$ cat src/rtl/sort_pkg.sv
// Shared defaults, counter widths and FSM encoding for the sort sequencer.
// Consumers import this package and use it to build the serial front/back end of the 5-input sorter.
package sort_pkg;

   localparam int DEF_WIDTH    = 16;
   localparam int DEF_N        = 5;
   localparam int DEF_SORT_LAT = 2;

   localparam int CNT_W  = $clog2(DEF_N);
   localparam int LEN_W  = $clog2(DEF_N + 1);
   localparam int WAIT_W = $clog2(DEF_SORT_LAT + 1);

   typedef enum logic [1:0] {
      COLLECT = 2'd0,
      WAIT    = 2'd1,
      DRAIN   = 2'd2
   } state_t;

endpackage

$ cat src/rtl/sort_sequencer_if.sv
// Signal bundle between the sort sequencer, its serial producer/consumer and the sorter.
// Handshakes: a word moves on a rising clk edge where valid && ready; valid never waits on ready.
interface sort_sequencer_if #(
   parameter int WIDTH = sort_pkg::DEF_WIDTH,
   parameter int N     = sort_pkg::DEF_N
);
   import sort_pkg::*;

   logic [WIDTH-1:0]   in_data;
   logic               in_valid;
   logic               in_last;
   logic               in_ready;
   logic [N*WIDTH-1:0] sort_in;
   logic [N*WIDTH-1:0] sort_out;
   logic [WIDTH-1:0]   out_data;
   logic               out_valid;
   logic               out_last;
   logic               out_ready;
   logic               busy;
   state_t             state;

   modport slave (
      input  in_data, in_valid, in_last, sort_out, out_ready,
      output in_ready, sort_in, out_data, out_valid, out_last, busy, state
   );

   modport master (
      output in_data, in_valid, in_last, sort_out, out_ready,
      input  in_ready, sort_in, out_data, out_valid, out_last, busy, state
   );

endinterface

$ cat src/rtl/sort_frame_buf.sv
// N x WIDTH frame register file: indexed write, whole-frame clear, packed read for the sorter.
module sort_frame_buf
   import sort_pkg::*;
#(
   parameter int WIDTH = DEF_WIDTH,
   parameter int N     = DEF_N
) (
   input  logic                 clk,
   input  logic                 rst_n,
   input  logic                 wr_en,
   input  logic [$clog2(N)-1:0] wr_idx,
   input  logic [WIDTH-1:0]     wr_data,
   input  logic                 clr,
   output logic [N*WIDTH-1:0]   rd_flat
);

   logic [WIDTH-1:0] mem [N];

   // Clear wins so every new frame starts from all-zero pads.
   always_ff @(posedge clk or negedge rst_n) begin
      if (!rst_n) begin
         for (int i = 0; i < N; i++) mem[i] <= '0;
      end else if (clr) begin
         for (int i = 0; i < N; i++) mem[i] <= '0;
      end else if (wr_en) begin
         for (int i = 0; i < N; i++) begin
            if (wr_idx == ($clog2(N))'(i)) mem[i] <= wr_data;
         end
      end
   end

   for (genvar g = 0; g < N; g++) begin : g_pack
      assign rd_flat[g*WIDTH +: WIDTH] = mem[g];
   end

endmodule

$ cat src/rtl/sort_sequencer.sv
// Serial-to-parallel front end and parallel-to-serial back end for the fixed-latency sorter:
// collect a frame, wait out the sorter pipeline, then stream the sorted words largest first.
module sort_sequencer
   import sort_pkg::*;
#(
   parameter int WIDTH    = DEF_WIDTH,
   parameter int N        = DEF_N,
   parameter int SORT_LAT = DEF_SORT_LAT
) (
   input  logic             clk,
   input  logic             rst_n,
   sort_sequencer_if.slave  bus
);

   localparam int CW = $clog2(N);
   localparam int LW = $clog2(N + 1);
   localparam int WW = $clog2(SORT_LAT + 1);

   state_t             state_q, state_d;
   logic [CW-1:0]      in_cnt, out_cnt;
   logic [LW-1:0]      frame_len;
   logic [WW-1:0]      wait_cnt;
   logic [WIDTH-1:0]   result [N];
   logic [N*WIDTH-1:0] frame_flat;
   logic               in_ready_c, out_valid_c, busy_c, last_beat;
   logic               frame_wr, frame_clr, capture;
   logic [WIDTH-1:0]   out_data_c;

   always_ff @(posedge clk or negedge rst_n) begin
      if (!rst_n) state_q <= COLLECT;
      else        state_q <= state_d;
   end

   always_comb begin
      state_d     = state_q;
      in_ready_c  = 1'b0;
      out_valid_c = 1'b0;
      busy_c      = 1'b1;
      frame_wr    = 1'b0;
      frame_clr   = 1'b0;
      capture     = 1'b0;
      last_beat   = 1'b0;
      case (state_q)
         COLLECT: begin
            in_ready_c = 1'b1;
            busy_c     = 1'b0;
            frame_wr   = bus.in_valid;
            if (bus.in_valid && (in_cnt == CW'(N - 1) || bus.in_last)) state_d = WAIT;
         end
         WAIT: begin
            if (wait_cnt == WW'(SORT_LAT)) begin
               capture = 1'b1;
               state_d = DRAIN;
            end
         end
         DRAIN: begin
            out_valid_c = 1'b1;
            last_beat   = (LW'(out_cnt) == frame_len - LW'(1));
            if (bus.out_ready && last_beat) begin
               frame_clr = 1'b1;
               state_d   = COLLECT;
            end
         end
         default: state_d = COLLECT;
      endcase
   end

   always_ff @(posedge clk or negedge rst_n) begin
      if (!rst_n) begin
         in_cnt    <= '0;
         out_cnt   <= '0;
         frame_len <= '0;
         wait_cnt  <= '0;
         for (int i = 0; i < N; i++) result[i] <= '0;
      end else begin
         case (state_q)
            COLLECT: begin
               if (bus.in_valid) begin
                  if (state_d == WAIT) begin
                     frame_len <= LW'(in_cnt) + LW'(1);
                     in_cnt    <= '0;
                  end else begin
                     in_cnt <= in_cnt + CW'(1);
                  end
               end
            end
            WAIT: begin
               if (capture) begin
                  wait_cnt <= '0;
                  for (int i = 0; i < N; i++) result[i] <= bus.sort_out[i*WIDTH +: WIDTH];
               end else begin
                  wait_cnt <= wait_cnt + WW'(1);
               end
            end
            DRAIN: begin
               if (bus.out_ready) begin
                  if (last_beat) out_cnt <= '0;
                  else           out_cnt <= out_cnt + CW'(1);
               end
            end
            default: ;
         endcase
      end
   end

   // Outputs are zero outside DRAIN so nothing stale leaks onto the bus.
   always_comb begin
      out_data_c = '0;
      if (state_q == DRAIN) begin
         for (int i = 0; i < N; i++) begin
            if (out_cnt == CW'(i)) out_data_c = result[i];
         end
      end
   end

   sort_frame_buf #(.WIDTH(WIDTH), .N(N)) u_frame_buf (
      .clk     (clk),
      .rst_n   (rst_n),
      .wr_en   (frame_wr),
      .wr_idx  (in_cnt),
      .wr_data (bus.in_data),
      .clr     (frame_clr),
      .rd_flat (frame_flat)
   );

   assign bus.sort_in   = frame_flat;
   assign bus.in_ready  = in_ready_c;
   assign bus.out_valid = out_valid_c;
   assign bus.out_last  = last_beat;
   assign bus.out_data  = out_data_c;
   assign bus.busy      = busy_c;
   assign bus.state     = state_q;

endmodule

$ cat src/flat_wrapper.sv
// flat-port wrapper written by rule: the top's interface ports become plain ports
module sort_sequencer_flat import sort_pkg::*;
#(
   parameter int WIDTH    = DEF_WIDTH,
   parameter int N        = DEF_N,
   parameter int SORT_LAT = DEF_SORT_LAT
)
  (clk, rst_n, bus_in_data, bus_in_valid, bus_in_last, bus_sort_out, bus_out_ready, bus_in_ready, bus_sort_in, bus_out_data, bus_out_valid, bus_out_last, bus_busy, bus_state);
  sort_sequencer_if #(.WIDTH(WIDTH), .N(N)) bus_i ();
  input  logic clk;
  input  logic rst_n;
  input wire logic [$bits(bus_i.in_data)-1:0] bus_in_data;
  input wire logic [$bits(bus_i.in_valid)-1:0] bus_in_valid;
  input wire logic [$bits(bus_i.in_last)-1:0] bus_in_last;
  input wire logic [$bits(bus_i.sort_out)-1:0] bus_sort_out;
  input wire logic [$bits(bus_i.out_ready)-1:0] bus_out_ready;
  output wire logic [$bits(bus_i.in_ready)-1:0] bus_in_ready;
  output wire logic [$bits(bus_i.sort_in)-1:0] bus_sort_in;
  output wire logic [$bits(bus_i.out_data)-1:0] bus_out_data;
  output wire logic [$bits(bus_i.out_valid)-1:0] bus_out_valid;
  output wire logic [$bits(bus_i.out_last)-1:0] bus_out_last;
  output wire logic [$bits(bus_i.busy)-1:0] bus_busy;
  output wire logic [$bits(bus_i.state)-1:0] bus_state;
  assign bus_i.in_data = bus_in_data;
  assign bus_i.in_valid = bus_in_valid;
  assign bus_i.in_last = bus_in_last;
  assign bus_i.sort_out = bus_sort_out;
  assign bus_i.out_ready = bus_out_ready;
  assign bus_in_ready = bus_i.in_ready;
  assign bus_sort_in = bus_i.sort_in;
  assign bus_out_data = bus_i.out_data;
  assign bus_out_valid = bus_i.out_valid;
  assign bus_out_last = bus_i.out_last;
  assign bus_busy = bus_i.busy;
  assign bus_state = bus_i.state;
  sort_sequencer #(.WIDTH(WIDTH), .N(N), .SORT_LAT(SORT_LAT)) u_core (.clk(clk), .rst_n(rst_n), .bus(bus_i));
endmodule
$ cat config.mk
export PLATFORM = sky130hd
export DESIGN_NAME = sort_sequencer_flat
export DESIGN_NICKNAME = d
export VERILOG_FILES = /design/src/rtl/sort_pkg.sv /design/src/rtl/sort_sequencer_if.sv /design/src/rtl/sort_frame_buf.sv /design/src/rtl/sort_sequencer.sv /design/src/flat_wrapper.sv
export SDC_FILE = /design/constraint.sdc
export NUM_CORES = 1
export LEC_CHECK = 0
export ABC_AREA = 1
export BUFFER_PORTS_ARGS = -buffer_cell sky130_fd_sc_hd__buf_2
export CORE_MARGIN = 1.5
export CORE_UTILIZATION = 58
export CTS_CLUSTER_DIAMETER = 150
export CTS_CLUSTER_SIZE = 25
export DETAILED_ROUTE_END_ITERATION = 6
export GPL_ROUTABILITY_DRIVEN = 0
export HOLD_SLACK_MARGIN = 0.02
export PLACE_DENSITY = 0.91
export SKIP_CTS_REPAIR_TIMING = 1
export SLEW_MARGIN = 20
export SYNTH_ARGS = -nofsm -noshare
export SYNTH_HDL_FRONTEND = slang
export SYNTH_SLANG_ARGS = --single-unit
export TNS_END_PERCENT = 5
$ cat constraint.sdc
create_clock -name clk -period 3.7 [get_ports clk]
set_input_delay 0.37 -clock clk [delete_from_list [all_inputs] [get_ports clk]]
set_output_delay 0.37 -clock clk [all_outputs]
set_load 0.01 [all_outputs]
==> results.txt <==
* Status: finished with violations
* Violations in the final reports: design-rule violations, negative hold slack
* Setup repair after global routing missed its margin: no
- Path category of the worst min-delay check: in2async
* Min cycle time layout: about 3.1 ns
- Cells with a size suffix above 1 make up about 23% of the layout.
- Pin placement for this block handled around 200 I/O pins.
- Worst IR Drop VDD: 519 µV
- Layout area overhead: 19.9%
* Reported leakage power: 5.38 nW
- In this run, distinct cell masters in the synthesized netlist total 23.
- Start point of the critical path: u_core.out_cnt[1]
- Wire length per cell after detailed routing: approximately 18 µm
- For this configuration, the core starts out at a cell density of around 60%.
- Hold_ws: -0.0263 ns
- Once detail routing completed, the nets flagged for antenna violations numbered 0.
- FF+latch count, synth: approximately 170
- Count of H-tree levels built during CTS: 4
- TritonCTS built the clock tree.
- Combined global-route utilization of all metal layers: ~34%
- Across the run, the number of max-cap violations was 0.
- Worst setup slack after layout: a little under 0.6 ns
- Overflow left after global routing: 0
* Vias in the first global route: roughly 7.6k
* Worst-skew pair later-pin latency: about 0.43 ns
* Final setup violation count: 0
* Max_slew headroom: approximately 36%
- Clock tree synthesis found a total of ~170 sinks.
- In this run the worst path has a maximum fanout of 17.
- Across the routed clock network, the largest skew measured is 0.0115 ns.
- Detailed placement finished with a half-perimeter wire length of roughly 16 mm.
- Fmax: roughly 320 MHz
- The count of cells in the finished layout, fillers not included, comes to 1336.
* Per-cell via count in the routed design: about 5.9
- The routed design has roughly 24 mm of wire.
* Mapped cell area: between 8000 and 9000 µm²
- CTS clk-pin slew, worst paths: roughly 0.07 ns
- Critical Path End: bus_out_data[7]
* Count of flip-flops with a built-in enable after synthesis: 0
- The net count of the finished layout is 1258.
- Cell at the root of the clock tree: sky130_fd_sc_hd__clkbuf_16
- In the synthesized netlist the dominant register cell turns out to be sky130_fd_sc_hd__dfrtp_1.
- Summed over all failing endpoints, the final setup total negative slack is 0 ns.
- First-pass GRT wire length: about 38 mm
- First drt pass iteration count: 7
- Critical register-to-register path endpoint: u_core.u_frame_buf.rd_flat[27]
- In this run the tool buffered the top-level ports with 202 buffer cells.
- At the placement stage, the worst setup path has a slack of 1.12 ns.
* Die area: roughly 15000 µm²
- The worst setup path is launched from a register.
- After detailed placement, the design holds a cell count of about 1.3k.
* Syn_nets: ~1.1k
- Count of endpoints failing hold in the final timing report: 12
* DR vias: 7878
- Number of fillers in the final layout: approximately 980
* Largest net degree at the start of global routing: 88
- Inserted Clock Buffers: 17
* Crit. End Element: output port
* Length in cells of the worst reg-to-reg path: 10
- Detailed-route DRC error count: 13
* Maximum number of buffers from clock root to sink: 2
* Slew Viols, Final: 0
- The die is about 120 µm tall.
- Yosys warning total: 0
- Each instance of the synthesized netlist takes up on average 8.19 µm².
- The setup path with the least slack is of type reg2out.
* R2r setup slk: around 1.4 ns
- After the first detailed-routing iteration, the DRC count stood at between 900 and 1k.
- From left edge to right edge, the die measures 121 µm.
- Of all flip-flops after synthesis, the portion carrying an async set or reset was 100%.
* Worst reg2reg startpoint: u_core.frame_len[0]
- Instance count of the mapped netlist: 982
* Worst-margin pin slew: between 0.9 and 1 ns
- The worst path uses between 80% and 90% of the clock period.
- Pwr Density: between 800 and 900 nW/µm²
- Required time of the worst setup path: approximately 3.3 ns
- Number of placement rows: 42
* Core Region: 13400 µm²
- Share of synthesized area occupied by flip-flops and latches: between 50% and 60%
* Antenna violations before repair: 1
- Critical path data arrival time: ~2.8 ns
sequential cells by signal, summed over array words and instances (netlist names):
name and count:
u_core.out_cnt 3, u_core.bus.state 2, u_core.wait_cnt 2, u_core.u_frame_buf.rd_flat 80, u_core.in_cnt 3, u_core.frame_len 3
u_core.result 80
where the power goes:
| group | switching (W) | internal (W) |
|---|---|---|
| logic | 0.00224 | 0.00115 |
| registers | 0.000639 | 0.00278 |
| clock network | 0.000792 | 0.000947 |
layout make-up:
type | instances | area [µm²] | area share [%]
clock buffer | 17 | 425 | 4.42
multi-input combinational | 697 | 3240 | 33.6
tap | 176 | 220 | 2.29
timing repair buffer | 209 | 1080 | 11.2
sequential | 173 | 4330 | 44.9
inverter | 48 | 183 | 1.90
clock inverter | 15 | 151 | 1.57
antenna | 1 | 2.50 | 0.0260
Yosys cell counts (2+ instances only):
cell	number	area, µm²
sky130_fd_sc_hd__a21oi_1	18	90.1
sky130_fd_sc_hd__buf_1	5	18.8
sky130_fd_sc_hd__buf_2	31	155
sky130_fd_sc_hd__buf_4	5	37.5
sky130_fd_sc_hd__clkbuf_1	23	86.3
sky130_fd_sc_hd__clkinv_1	2	7.51
sky130_fd_sc_hd__dfrtp_1	173	4330
sky130_fd_sc_hd__ha_1	11	138
sky130_fd_sc_hd__inv_1	37	139
sky130_fd_sc_hd__inv_2	8	30.0
sky130_fd_sc_hd__nand2_1	312	1170
sky130_fd_sc_hd__nand2_2	2	12.5
sky130_fd_sc_hd__nand3_1	276	1380
sky130_fd_sc_hd__nand3_4	3	52.6
sky130_fd_sc_hd__nor2_1	23	86.3
sky130_fd_sc_hd__nor2_2	3	18.8
sky130_fd_sc_hd__nor2_4	3	33.8
sky130_fd_sc_hd__o21ai_0	42	210
placed cells by master (no fill, tap or decap), types with 3 or more instances in the layout:
cell type,instances
sky130_fd_sc_hd__nand2_1,312
sky130_fd_sc_hd__nand3_1,276
sky130_fd_sc_hd__buf_2,201
sky130_fd_sc_hd__dfrtp_1,173
sky130_fd_sc_hd__o21ai_0,42
sky130_fd_sc_hd__inv_1,37
sky130_fd_sc_hd__nor2_1,23
sky130_fd_sc_hd__a21oi_1,18
sky130_fd_sc_hd__clkbuf_16,17
sky130_fd_sc_hd__ha_1,11
sky130_fd_sc_hd__inv_2,8
sky130_fd_sc_hd__inv_6,6
sky130_fd_sc_hd__buf_4,6
sky130_fd_sc_hd__nor2_4,4
sky130_fd_sc_hd__nand3_4,4
sky130_fd_sc_hd__clkinvlp_4,3
worst max-delay path: stages, from the launching register on:
cell                       delay, ns
sky130_fd_sc_hd__dfrtp_1        0.41
sky130_fd_sc_hd__inv_1          0.13
sky130_fd_sc_hd__ha_1           0.17
sky130_fd_sc_hd__clkinv_1       0.37
sky130_fd_sc_hd__nor2_2         0.60
sky130_fd_sc_hd__nand2_1        0.13
sky130_fd_sc_hd__nand3_1        0.11
sky130_fd_sc_hd__a21oi_1        0.09
sky130_fd_sc_hd__nor2_1         0.15
sky130_fd_sc_hd__buf_2          0.16
per-layer routing:
metal	share of wire, %	up-vias	GRT usage, %
li1	-	3555	-
met1	38	3681	43.4
met2	46	537	52.2
met3	11	105	10.1
met4	4.4	0	17.4
met5	0	-	0
worst min path at each step:
stage | cells after the start | start | to | slack (ns)
after floorplan | 0 | rst_n | u_core.bus.state[0] | 0.07
after CTS | 1 | rst_n | u_core.result[70] | 0.01
after global placement | 2 | u_core.result[6] | u_core.result[6] | 0.45
after detailed placement | 2 | u_core.result[15] | u_core.result[15] | 0.45
final | 1 | rst_n | u_core.result[70] | -0.03
after global routing | 1 | rst_n | u_core.result[67] | 0.04
metrics by stage:
| stage | hold WS [ns] | power [W] | area, µm² | utilization, % |
|---|---|---|---|---|
| after floorplan | 0.0744 | 0.00546 | 8040 | - |
| after global placement | 0.447 | 0.00654 | 9060 | 67.6 |
| after detailed placement | 0.454 | 0.00669 | 9060 | 67.6 |
| after CTS | 0.0142 | 0.00848 | 9630 | 71.9 |
| after global routing | 0.0397 | 0.00912 | 9640 | 71.9 |
| final | -0.0263 | 0.00854 | 9640 | 71.9 |
logic make-up (layout without fill, tap and decap cells):
family / Yosys count / count (layout) / share of synthesized area (%)
other cells: 0 / 1 / 0
buf+inv: 112 / 289 / 5.98
flops: 173 / 173 / 53.9
fa+ha+maj: 11 / 11 / 1.71
compound gates: 61 / 61 / 3.83
simple gates: 625 / 625 / 34.6
Note: power is estimated with default switching activity, not from simulation.
